**config.mk**
```make
export PLATFORM = sky130hd
export DESIGN_NAME = multicycle_ctrl
export DESIGN_NICKNAME = d
export VERILOG_FILES = /design/src/rtl/multicycle_ctrl.sv
export SDC_FILE = /design/constraint.sdc
export NUM_CORES = 1
export LEC_CHECK = 0
export ABC_CLOCK_PERIOD_IN_PS = 3400
export BUFFER_PORTS_ARGS = -buffer_cell sky130_fd_sc_hd__clkbuf_2
export CORE_ASPECT_RATIO = 0.9
export CORE_MARGIN = 2
export CORE_UTILIZATION = 42
export CTS_BUF_LIST = sky130_fd_sc_hd__clkbuf_2
export CTS_CLUSTER_DIAMETER = 120
export DETAILED_ROUTE_END_ITERATION = 16
export PLACE_DENSITY = 0.75
export SLEW_MARGIN = 30
export SYNTH_ARGS = -nofsm -noshare
export SYNTH_HDL_FRONTEND = slang
export SYNTH_SLANG_ARGS = --single-unit
```
**constraint.sdc**
```tcl
create_clock -name clk -period 3.4 [get_ports clk]
set_input_delay 0 -clock clk [delete_from_list [all_inputs] [get_ports clk]]
set_output_delay 0 -clock clk [all_outputs]
set_load 0.03 [all_outputs]
```
**src/rtl/multicycle_ctrl.sv**
```systemverilog
// multicycle_ctrl: main control FSM of the multi-cycle RV32 core with memory handshake and timeout watchdog.
// Define MCCTRL_INSTRET_EN to build the retired-instruction counter; otherwise instret is tied to 0.
module multicycle_ctrl #(
    parameter int TIMEOUT_CYCLES = 64,
    parameter int INSTRET_W      = 32
) (
    input  logic                 clk,
    input  logic                 rst_n,
    input  logic                 run,
    input  logic [6:0]           opcode,
    input  logic                 mem_ready,
    output logic                 mem_req,
    output logic                 mem_we,
    output logic                 i_or_d,
    output logic                 ir_write,
    output logic                 pc_write,
    output logic                 pc_write_c,
    output logic                 alu_src_a,
    output logic [1:0]           alu_src_b,
    output logic [1:0]           alu_op,
    output logic                 reg_write,
    output logic                 mem_to_reg,
    output logic                 halted,
    output logic                 illegal,
    output logic                 bus_err,
    output logic [INSTRET_W-1:0] instret
);
    localparam int CW = $clog2(TIMEOUT_CYCLES + 1);

    typedef enum logic [3:0] {
        S_IDLE, S_FETCH, S_DECODE, S_EXEC, S_ALUWB, S_MADDR,
        S_MRD, S_MWB, S_MWR, S_BRANCH, S_HALT
    } state_t;

    state_t        state_q, state_d;
    logic [CW-1:0] cnt_q, cnt_d;
    logic          illegal_q, illegal_d, bus_err_q, bus_err_d;

    always_ff @(posedge clk or negedge rst_n) begin
        if (!rst_n) begin
            state_q   <= S_IDLE;
            cnt_q     <= '0;
            illegal_q <= 1'b0;
            bus_err_q <= 1'b0;
        end else begin
            state_q   <= state_d;
            cnt_q     <= cnt_d;
            illegal_q <= illegal_d;
            bus_err_q <= bus_err_d;
        end
    end

    always_comb begin
        state_d    = state_q;
        cnt_d      = '0;
        illegal_d  = illegal_q;
        bus_err_d  = bus_err_q;
        mem_req    = 1'b0;
        mem_we     = 1'b0;
        i_or_d     = 1'b0;
        ir_write   = 1'b0;
        pc_write   = 1'b0;
        pc_write_c = 1'b0;
        alu_src_a  = 1'b0;
        alu_src_b  = 2'b00;
        alu_op     = 2'b00;
        reg_write  = 1'b0;
        mem_to_reg = 1'b0;
        halted     = 1'b0;
        case (state_q)
            S_IDLE:   state_d = run ? S_FETCH : S_IDLE;
            S_FETCH: begin
                mem_req   = 1'b1;
                alu_src_b = 2'b01;
                ir_write  = mem_ready;
                pc_write  = mem_ready;
                state_d   = mem_ready ? S_DECODE : S_FETCH;
            end
            S_DECODE: begin
                alu_src_b = 2'b10;
                case (opcode)
                    7'b0110011:             state_d = S_EXEC;
                    7'b0000011, 7'b0100011: state_d = S_MADDR;
                    7'b1100011:             state_d = S_BRANCH;
                    default: begin
                        state_d   = S_HALT;
                        illegal_d = 1'b1;
                    end
                endcase
            end
            S_EXEC: begin
                alu_src_a = 1'b1;
                alu_op    = 2'b10;
                state_d   = S_ALUWB;
            end
            S_ALUWB: begin
                reg_write = 1'b1;
                state_d   = S_FETCH;
            end
            S_MADDR: begin
                alu_src_a = 1'b1;
                alu_src_b = 2'b10;
                // opcode bit 5 separates store (0100011) from load (0000011)
                state_d   = opcode[5] ? S_MWR : S_MRD;
            end
            S_MRD: begin
                mem_req = 1'b1;
                i_or_d  = 1'b1;
                state_d = mem_ready ? S_MWB : S_MRD;
            end
            S_MWB: begin
                reg_write  = 1'b1;
                mem_to_reg = 1'b1;
                state_d    = S_FETCH;
            end
            S_MWR: begin
                mem_req = 1'b1;
                mem_we  = 1'b1;
                i_or_d  = 1'b1;
                state_d = mem_ready ? S_FETCH : S_MWR;
            end
            S_BRANCH: begin
                alu_src_a  = 1'b1;
                alu_op     = 2'b01;
                pc_write_c = 1'b1;
                state_d    = S_FETCH;
            end
            S_HALT:   halted = 1'b1;
            default:  state_d = S_HALT;
        endcase
        // A ready in the limit cycle completes the access; only a miss there trips the watchdog.
        if (mem_req && !mem_ready) begin
            if (cnt_q == CW'(TIMEOUT_CYCLES - 1)) begin
                state_d   = S_HALT;
                bus_err_d = 1'b1;
            end else begin
                cnt_d = cnt_q + 1'b1;
            end
        end
    end

    assign illegal = illegal_q;
    assign bus_err = bus_err_q;

`ifdef MCCTRL_INSTRET_EN
    logic [INSTRET_W-1:0] instret_q;
    logic                 retire;

    assign retire = (state_q == S_ALUWB) || (state_q == S_MWB) || (state_q == S_BRANCH) ||
                    ((state_q == S_MWR) && mem_ready);

    always_ff @(posedge clk or negedge rst_n) begin
        if (!rst_n) instret_q <= '0;
        else if (retire) instret_q <= instret_q + 1'b1;
    end

    assign instret = instret_q;
`else
    assign instret = '0;
`endif
endmodule
```
==> results.tsv, run 1 <==
metric	value	unit
r2r setup slk	1.56	ns
Final setup viols	0	
WP buf/inv	0	
Critical Path AT	2.01	ns
Die Span X	58.31	um
via count	898	
GRT Total Usage	0.1452	
Setup crit start kind	flip-flop	
fmax	543.5	MHz
top cell type's share of synthesized area	0.2918	
Compound-Gate Fraction of Synth Area	0.1392	
final wirelength	2175	um
Max Slew Vio Count	0	
TritonCTS Sinks	13	
fin crit period	1.840	ns
Port Buffer Count	26	
crit-path max FO	15	
Worst R2R Start	state_q[3]	
# fillers	252	
Clock Path Buffers	2	
# nets final	174	
Avg WL per Cell	11.51	um
hold path startpoint	opcode[4]	
Avg Cell Area, Syn	8.137	um^2
WS Path Type	flip-flop to flip-flop	
worst-margin pin slew	0.5173	ns
switching power total	0.4390	mW
run status	finished, final reports clean	
flops & latches, synth	13	
cells after synthesis	137	
Via density	4.751	
CP delay by family, top	compound AO/OA/AOI/OAI gates	
clock power share	0.101	
Worst setup EP type	flip-flop	
antenna fix cells	0	
worst min path class	input pin to flip-flop	
Clock Root Buffer	clkbuf_2	
Final Hold Viols	0	
Initial Utilization	0.4480	
slew margin rel.	0.6552	
VDD IR max	0.4628	mV
Synth Area in Adders	0.01122	
asr flop ratio synth	1.000	
Sequential Power Share	0.321	
P&R area growth vs syn	3.592	%
RSZ-0062 raised after global routing	no	
DR iter-0 viols	20	
WHS Endpoint	state_q[2]	
clock latency on the worst-skew pair	0.27	ns
PwrDens	696.7	nW/um^2
first-pass detailed-route iteration total	4	
total power	0.8046	mW
Num CTS Buffers	3	
EDFF count, synth	0	
DRC viols	0	
combinational fraction of design power	0.578	
TritonCTS clock tree	built	
final weighted congestion in routability-driven placement	0.8895	
final antenna-violating net count	0	
Area contributors post-synth	dfrtp_1, buf_4, nor2_1	
Pleak	0.6072	nW
Ys Warns	0	
critical path, cell by cell	nand2b_1, o32ai_2, a22oi_1, a21boi_1	
Max Clock Skew	0.006344	ns
synthesized area	1115	um^2
global-route wire length before repair	3484	um
Yosys top cell by area	dfrtp_1	
final period utilization	0.5412	
post-synthesis sequential area ratio	0.2918	
hold depth	3	
Slowest cell on crit path	dfrtp_1	
die area	3083	um^2
row count	17	
Crit path largest cell delay	0.58	ns
clock slew at reported path FFs	0.13	ns
H-Tree Depth	1	
Simple-Gate Fraction of Synth Area	0.2480	
reg2reg path depth	4	
Distinct cells, synth	38	
number of global-route vias before repair	812	
pin count of the biggest net entering global routing	17	
XOR/XNOR Fraction of Synth Area	0.04714	
Critical Path RT	3.57	ns
GRT overflow	0	
initial antenna violation count	0	
sw frac	0.5456	
largest family of logic cells by synthesized area	buffers and inverters	
setup TNS	0	ns
post-synthesis mux area share	0.008979	
Pint	0.3656	mW
Die Ht	52.88	um
Ports	59	
RR Endpoint	state_q[2]	
layout cells sized above 1	0.2112	
Synth top cells by count	buf_4, nor2_1, dfrtp_1	
core area	2489	um^2
Most used DFF post-synth	dfrtp_1	
most frequent cell after synthesis	buf_4	
max-cap violations	0	
HPWL Detailed	1749	um
[repair_timing]
action	CTS	global route
hold buffers	1	0
resized for setup	0	0
setup buffers	0	0
endpoints found under the hold margin	13	0
[layer usage]
layer | share of wire | GRT usage | routed length (um) | up-vias
li1 | - | - | - | 449
met3 | 0.066 | 0.02445 | 144 | 3
met4 | 0.0087 | 0.03488 | 19 | 0
met5 | 0 | 0 | 0 | -
met2 | 0.49 | 0.2491 | 1066 | 36
met1 | 0.43 | 0.1900 | 945 | 410
[worst reg2reg max path, stage by stage (launching register included)]
cell      delay, ns
dfrtp_1        0.58
nand2b_1       0.31
o32ai_2        0.49
a22oi_1        0.19
a21boi_1       0.17
[cell type report]
cell class	count	area (um^2)	share of cell area
clock buffer	4	20.02	0.01733
timing repair buffer	27	140.1	0.1213
inverter	2	7.507	0.006501
multi-input combinational	115	626.9	0.5428
sequential	13	325.3	0.2817
tap	28	35.03	0.03034
[through the flow]
step	cells	utilization	worst slack, ns	area, um^2	hold slack [ns]
2_1_floorplan	168	-	1.314	1231	-0.2956
3_3_place_gp	184	0.4520	1.653	1125	-0.09496
3_5_place_dp	184	0.4520	1.603	1125	-0.08458
4_1_cts	189	0.4641	1.567	1155	0.04278
5_1_grt	189	0.4641	1.370	1155	0.05295
6_report	189	0.4641	1.560	1155	0.05176
[layout by cell type (no fill, tap or decap), types with 2 or more instances in the layout]
cell	netlist	final
xor2_1	2	2
nand2b_1	3	3
o221ai_1	2	2
and3_1	2	2
nor2b_1	3	3
xnor2_1	4	4
nor3_1	7	7
o21ai_0	3	3
nor2_1	18	18
dfrtp_1	13	13
or3_1	2	2
clkbuf_2	0	30
nand2_1	7	7
conb_1	1	32
nand3_1	4	4
and2_1	4	4
a21oi_1	5	5
[cell families (layout without fill, tap and decap cells)]
group	count (synthesis)	in the layout
flops	13	13
other cells	1	32
mux	1	1
simple gates	54	54
compound gates	21	21
buf+inv	40	33
xor+xnor	6	6
fa+ha+maj	1	1
[flip-flops by register name, indices dropped and copies added (netlist names)]
register  count
state_q       4
illegal       1
cnt_q         7
bus_err       1
[power groups by stage]
| stage | logic (mW) | clock network (mW) | registers [mW] |
|---|---|---|---|
| floorplan | 0.444 | 0 | 0.210 |
| global placement | 0.455 | 0 | 0.255 |
| detailed placement | 0.465 | 0 | 0.259 |
| CTS | 0.468 | 0.0864 | 0.256 |
| global route | 0.510 | 0.0897 | 0.268 |
| finish | 0.465 | 0.0813 | 0.259 |
[worst max-delay path by stage]
stage	startpoint	endpoint	slack, ns	cells past startpoint
floorplan	state_q[0]	pc_write	1.31	5
global placement	state_q[3]	state_q[2]	1.65	4
detailed placement	state_q[3]	state_q[2]	1.60	4
CTS	state_q[3]	state_q[2]	1.57	4
global route	state_q[2]	state_q[2]	1.37	4
finish	state_q[3]	state_q[2]	1.56	4
(Power assumes the default switching activity.)
==> inputs of run 2 (changes only) <==
--- a/config.mk
+++ b/config.mk
@@ -5,7 +5,7 @@
 export SDC_FILE = /design/constraint.sdc
 export NUM_CORES = 1
 export LEC_CHECK = 0
-export ABC_CLOCK_PERIOD_IN_PS = 3400
+export ABC_CLOCK_PERIOD_IN_PS = 1500
 export BUFFER_PORTS_ARGS = -buffer_cell sky130_fd_sc_hd__clkbuf_2
 export CORE_ASPECT_RATIO = 0.9
 export CORE_MARGIN = 2
@@ -13,7 +13,7 @@
 export CTS_BUF_LIST = sky130_fd_sc_hd__clkbuf_2
 export CTS_CLUSTER_DIAMETER = 120
 export DETAILED_ROUTE_END_ITERATION = 16
-export PLACE_DENSITY = 0.75
+export PLACE_DENSITY = 0.78
 export SLEW_MARGIN = 30
 export SYNTH_ARGS = -nofsm -noshare
 export SYNTH_HDL_FRONTEND = slang
==> constraint.sdc (replaced) <==
create_clock -name clk -period 1.5 [get_ports clk]
set_input_delay 0 -clock clk [delete_from_list [all_inputs] [get_ports clk]]
set_output_delay 0 -clock clk [all_outputs]
set_load 0.03 [all_outputs]
==> run 2 against run 1 <==
Effect of this change: the flow now finishes with violations (setup timing); highest routed layer unchanged; clock skew is 0.0050 ns lower; first-iteration DRC count grew to 3.3 times the previous value; core utilization is 18 points higher; global-route usage is 3.7 points higher; clock power is 120% higher; critical endpoint unchanged; maximum frequency is 15% higher; power grew to 3.4 times the previous value; non-clock buffer count is 23 higher.
==> results.tsv, run 2 (synthesis gave the netlist of run 1 again) <==
metric	value	unit	change
VDD IR max	1.222	mV	+160%
HPWL Detailed	1869	um	+6.9%
Die Ht	52.88	um	unchanged
die area	3083	um^2	unchanged
via count	1040		+16%
max reg flops	7		unchanged
Register Area	326.6	um^2	+0.38%
final antenna-violating net count	0		unchanged
Pint	1.465	mW	+300%
P&R area growth vs syn	44.00	%	
row count	17		unchanged
Die Span X	58.31	um	unchanged
WP buf/inv	1		+1
switching power total	1.304	mW	+200%
Post-Place Cell Area	1232	um^2	+9.6%
final wirelength	2723	um	+25%
max-cap violations	0		unchanged
Crit path largest cell delay	0.47	ns	-0.11 ns
run status	complete, but fails checks		
critical path, cell by cell	buf_6, or3_4, or4_4, a21boi_2		
GR met2 Demand/Resource	0.3446		+0.09551
CP delay by family, top	simple AND/OR/NAND/NOR gates		
Avg WL per Cell	12.84	um	+12%
Final Hold Viols	0		unchanged
Critical Path AT	1.80	ns	-0.21 ns
sw frac	0.4709		-0.07471
Slowest cell on crit path	dfrtp_2		
busiest grt layer	met2		
clock latency on the worst-skew pair	0.27	ns	about the same
TritonCTS Sinks	13		unchanged
Via density	4.906		+3.2%
Clock Root Buffer	clkbuf_2		
DRC viols	0		unchanged
Final setup viols	14		+14
Pleak	0.7882	nW	+30%
final period utilization	1.063		+0.5221
PwrDens	1725	nW/um^2	+150%
Most flops, register	cnt_q		
H-Tree Depth	1		unchanged
GRT Total Usage	0.1818		+0.03659
hold slack	0.06185	ns	+0.01009 ns
first-pass detailed-route iteration total	4		unchanged
global-route wire length before repair	4264	um	+22%
total power	2.769	mW	+240%
grt met3 use	0.02689		+0.002445
GRT overflow	0		unchanged
Largest regs	cnt_q x7, state_q x4		
commonest non-fill, non-tap cell in the layout	conb_1		
most frequent cells in the layout	conb_1, buf_4, clkbuf_2		
fmax	627.0	MHz	+15%
Sequential Power Share	0.172		-0.149
Setup crit start kind	flip-flop		
# nets final	197		+13%
Port Buffer Count	26		unchanged
number of global-route vias before repair	943		+16%
RSZ-0062 raised after global routing	yes		
antenna fix cells	0		unchanged
worst min path class	input pin to flip-flop		
fin crit period	1.595	ns	-0.2450 ns
initial antenna violation count	0		unchanged
clock power share	0.066		-0.035
DR iter-0 viols	66		+230%
Final Cell Area	1605	um^2	+39%
pin count of the biggest net entering global routing	14		-3
final weighted congestion in routability-driven placement	0.8667		-2.6%
TritonCTS clock tree	built		
core area	2489	um^2	unchanged
final setup margin	-0.09490	ns	-1.655 ns
Ports	59		unchanged
Worst setup EP type	flip-flop		
# fillers	203		-19%
crit-path max FO	5		-10
Global Route met1 Usage	0.2003		+0.01033
Max Slew Vio Count	0		unchanged
multi-input logic area	789.5	um^2	+26%
Num CTS Buffers	3		unchanged
combinational fraction of design power	0.762		+0.184
layout cells sized above 1	0.4457		+0.2345
failing checks	setup timing		
Clock Path Buffers	2		unchanged
Finished Core Util	0.6450		+0.1810
Initial Utilization	0.4480		unchanged
Max Clock Skew	0.001308	ns	-0.005036 ns
WS Path Type	flip-flop to flip-flop		
clock slew at reported path FFs	0.12	ns	about the same
Critical Path RT	1.71	ns	-1.86 ns
## run 2: changes by cell type in the layout (fill, tap and decap cells not counted), sizes merged
cell    change
buf        +33
clkbuf     -10
## run 2: per-stage QoR
| stage | setup WS [ns] | TNS (ns) | cells |
|---|---|---|---|
| global placement | 0.02132 | 0 | 196 |
| finish | -0.09490 | -0.5426 | 212 |
| global route | -0.1577 | -1.586 | 212 |
| detailed placement | -0.02204 | -0.02204 | 196 |
| floorplan | 0.002217 | 0 | 168 |
| CTS | -0.08316 | -0.2181 | 207 |
## run 2: power by group through the flow
stage               logic (mW)  clock network (mW)  registers [mW]
floorplan                 1.05                   0           0.476
finish                    2.11               0.182           0.477
global placement          1.33                   0           0.480
global route              2.24               0.207           0.488
CTS                       1.75               0.188           0.465
detailed placement        1.37                   0           0.484
## run 2: what timing repair did
action,CTS,global route
buffers inserted,6,5
cloned,0,0
hold endpoints to repair,13,0
pin swaps,3,6
setup endpoints to repair,17,19
hold buffers,1,0
gates resized for setup,32,36
## run 2: tightest hold or removal path: stages
cell,delay (ns)
clkbuf_2,0.12
or4_4,0.14
a21boi_2,0.04
## run 2: layer usage
| metal | share of wire | routed length [um] |
|---|---|---|
| met5 | 0 | 0 |
| met3 | 0.054 | 148 |
| met1 | 0.37 | 998 |
| met4 | 0.018 | 48 |
| met2 | 0.56 | 1527 |
## run 2: path summary, 6_finish.rpt
path	cells after the start	slack, ns	endpoint	startpoint
max	4	-0.09	state_q[2]	state_q[3]
max reg2reg	4	-0.09	state_q[2]	state_q[3]
max in group asynchronous	2	1.12	state_q[3]	rst_n
min	3	0.06	state_q[2]	opcode[4]
min in group asynchronous	2	0.13	cnt_q[2]	rst_n
min reg2reg	1	0.48	bus_err	bus_err
## run 2: layout make-up
class                      instances  area share
multi-input combinational        115      0.4918
inverter                           2    0.004677
clock buffer                       4     0.01247
sequential                        13      0.2034
timing repair buffer              50      0.2658
tap                               28     0.02182
==> inputs of run 3 (changes only) <==
--- a/config.mk
+++ b/config.mk
@@ -5,6 +5,7 @@
 export SDC_FILE = /design/constraint.sdc
 export NUM_CORES = 1
 export LEC_CHECK = 0
+export ABC_AREA = 1
 export ABC_CLOCK_PERIOD_IN_PS = 1500
 export BUFFER_PORTS_ARGS = -buffer_cell sky130_fd_sc_hd__clkbuf_2
 export CORE_ASPECT_RATIO = 0.9
==> run 3 against run 2 <==
Effect of this change: the flow now finishes without violations; clock skew grew 0.012 ns; cell count grew 0.94%; power decreased by 75%; combinational power fell by 93%; cell area down 25%; core utilization decreased by 16 points; sequential share of layout area grew 6.9 points; critical path type is now flip-flop to output port; critical endpoint is now ir_write.
==> results.tsv, run 3 <==
metric	value	unit	change
Worst R2R Start	state_q[1]		
fin crit period	1.418	ns	-0.1766 ns
VDD IR max	0.2535	mV	-79%
switching power total	0.2535	mW	-81%
TritonCTS clock tree	built		
DR iter-0 viols	26		-61%
Crit path largest cell delay	0.48	ns	about the same
final wirelength	1900	um	-30%
Clock Path Buffers	2		unchanged
number of global-route vias before repair	709		-25%
die area	3086	um^2	+0.11%
max reg flops	7		unchanged
Ports	59		unchanged
Sequential Power Share	0.517		+0.345
flops & latches, synth	13		unchanged
run status	finished, final reports clean		
sw frac	0.3730		-0.09791
WP buf/inv	3		+2
Critical Path Source	state_q[3]		
EDFF count, synth	0		unchanged
GRT overflow	0		unchanged
Avg Cell Area, Syn	7.064	um^2	-13%
fmax	705.1	MHz	+12%
Clock Root Buffer	clkbuf_2		
GRT Total Usage	0.1274		-0.05441
critical path, cell by cell	nor2_4, nand2_2, inv_1, nand2_1, inv_1, clkbuf_2		
Post-Place Worst Slack	0.1330	ns	+0.1551 ns
top cell type's share of synthesized area	0.2915		-0.0003271
DRC viols	0		unchanged
r2r setup slk	0.15	ns	+0.24 ns
# Post-CTS Setup Buffers	0		-6
# nets final	199		+1.0%
H-Tree Depth	1		unchanged
Synth top cells by count	buf_4, nand2_1, inv_1, nor2_1, dfrtp_1		
Distinct cells, synth	22		-42%
first-pass detailed-route iteration total	4		unchanged
Largest regs	cnt_q x7, state_q x4		
Slowest cell on crit path	dfrtp_2		
Finished Core Util	0.4862		-0.1589
HPWL Detailed	1595	um	-15%
Via density	4.178		-15%
most frequent cell after synthesis	buf_4		
Max Clock Skew	0.01375	ns	+0.01245 ns
cells after synthesis	158		+15%
Crit. path cell count	6		+2
Num CTS Buffers	3		unchanged
clock power share	0.275		+0.209
layout cells sized above 1	0.2957		-0.1500
CP delay by family, top	flip-flops		
via count	894		-14%
final weighted congestion in routability-driven placement	0.8752		+0.98%
Final setup viols	0		-14
TritonCTS Sinks	13		unchanged
Critical Path RT	1.50	ns	-0.21 ns
worst min path class	input pin to flip-flop		
hold path startpoint	opcode[5]		
Post-Place Cell Area	1142	um^2	-7.3%
Final Hold Viols	0		unchanged
Avg WL per Cell	8.879	um	-31%
Max Slew Vio Count	0		unchanged
Worst setup EP type	output port		
clock latency on the worst-skew pair	0.30	ns	+0.03 ns
crit-path max FO	5		unchanged
Port Buffer Count	26		unchanged
Ys Warns	0		unchanged
final period utilization	0.9455		-0.1177
total power	0.6796	mW	-75%
clock slew at reported path FFs	0.14	ns	+0.02 ns
Die Ht	52.91	um	about the same
Pleak	0.7146	nW	-9.3%
core area	2489	um^2	unchanged
Pint	0.4261	mW	-71%
PwrDens	561.7	nW/um^2	-67%
combinational fraction of design power	0.209		-0.553
final setup margin	0.08170	ns	+0.1766 ns
initial antenna violation count	0		unchanged
final antenna-violating net count	0		unchanged
Setup crit start kind	flip-flop		
row count	17		unchanged
Critical Path AT	1.42	ns	-0.38 ns
Most used DFF post-synth	dfrtp_1		
commonest non-fill, non-tap cell in the layout	conb_1		
pin count of the biggest net entering global routing	14		unchanged
Yosys top cell by area	dfrtp_1		
asr flop ratio synth	1.000		unchanged
Critical Path End	ir_write		
post-synthesis sequential area ratio	0.2915		-0.0003271
Initial Utilization	0.4485		+0.0005027
global-route wire length before repair	2980	um	-30%
critical path's most frequent cell	inv_1		
Die Span X	58.34	um	about the same
Most flops, register	cnt_q		
WS Path Type	flip-flop to output port		
P&R area growth vs syn	8.408	%	
Area contributors post-synth	dfrtp_1, buf_4, nand2_1		
most frequent cells in the layout	conb_1, nand2_1, clkbuf_2		
antenna fix cells	0		unchanged
synthesized area	1116	um^2	+0.11%
reg2reg path depth	7		+3
RR Endpoint	cnt_q[0]		
Final Cell Area	1210	um^2	-25%
max-cap violations	0		unchanged
==> run 3: changes by cell type after synthesis, sizes merged, moves of 4 or more <==
cell / change
and2: -4
nand2: +25
nor2: +7
inv: +20
nand2b: -4
nor3: -5
nand3: +9
==> run 3: timing repair <==
action	CTS	global route
setup endpoints to repair	3	5
hold buffers	1	0
pin swaps	0	2
resized for setup	2	14
endpoints found under the hold margin	13	0
==> run 3: area by class of cell <==
cell class,instances,area [um^2]
well taps,28,35.03
inverters,22,82.58
repair buffers,27,146.4
multi-input cells,120,596.8
flip-flops and latches,13,329.1
fillers,250,1279
clock inverters,1,5.005
clock buffers,3,15.01
==> run 3: how the worst min path moves through the flow <==
stage,endpoint,depth (start not counted)
2_1_floorplan,bus_err,0
3_3_place_gp,cnt_q[3],1
3_5_place_dp,cnt_q[3],1
4_1_cts,cnt_q[1],4
5_1_grt,cnt_q[4],4
6_report,state_q[3],5
==> run 3: worst min-delay path: cells and delay by family <==
family,cells,cell delay (ns)
AND/OR/NAND/NOR,3,0.15
buffers and inverters,1,0.11
AO/OA/AOI/OAI,1,0.07
==> run 3: power by group through the flow <==
stage | logic (mW) | clock network (mW) | registers, mW
after floorplan | 0.179 | 0 | 0.359
after global placement | 0.139 | 0 | 0.358
after detailed placement | 0.139 | 0 | 0.358
after CTS | 0.141 | 0.186 | 0.351
after global routing | 0.152 | 0.207 | 0.352
final | 0.142 | 0.187 | 0.351
==> run 3: routing by layer <==
| layer | part of all wire | vias up | track usage |
|---|---|---|---|
| met2 | 0.46 | 31 | 0.1910 |
| li1 | - | 472 | - |
| met3 | 0.054 | 3 | 0.02445 |
| met5 | 0 | - | 0 |
| met1 | 0.46 | 388 | 0.1748 |
| met4 | 0.017 | 0 | 0.06202 |
==> run 3: stage by stage <==
stage	hold slack, ns	instances	TNS (ns)
2_1_floorplan	-0.2956	189	0
3_3_place_gp	-0.09747	209	0
4_1_cts	0.07694	214	0
3_5_place_dp	-0.09584	209	0
5_1_grt	0.1037	214	-0.01924
6_report	0.05989	214	0
==> run 3: cell families (layout without fill, tap and decap cells) <==
| logic type | Yosys count | after routing | share of synthesized area |
|---|---|---|---|
| buffers and inverters | 56 | 53 | 0.3027 |
| AO/OA/AOI/OAI | 8 | 8 | 0.03812 |
| adder cells (fa/ha/maj) | 1 | 1 | 0.01121 |
| other | 1 | 32 | 0.003360 |
| flip-flops | 13 | 13 | 0.2915 |
| XOR/XNOR | 4 | 4 | 0.03140 |
| AND/OR/NAND/NOR | 75 | 75 | 0.3218 |
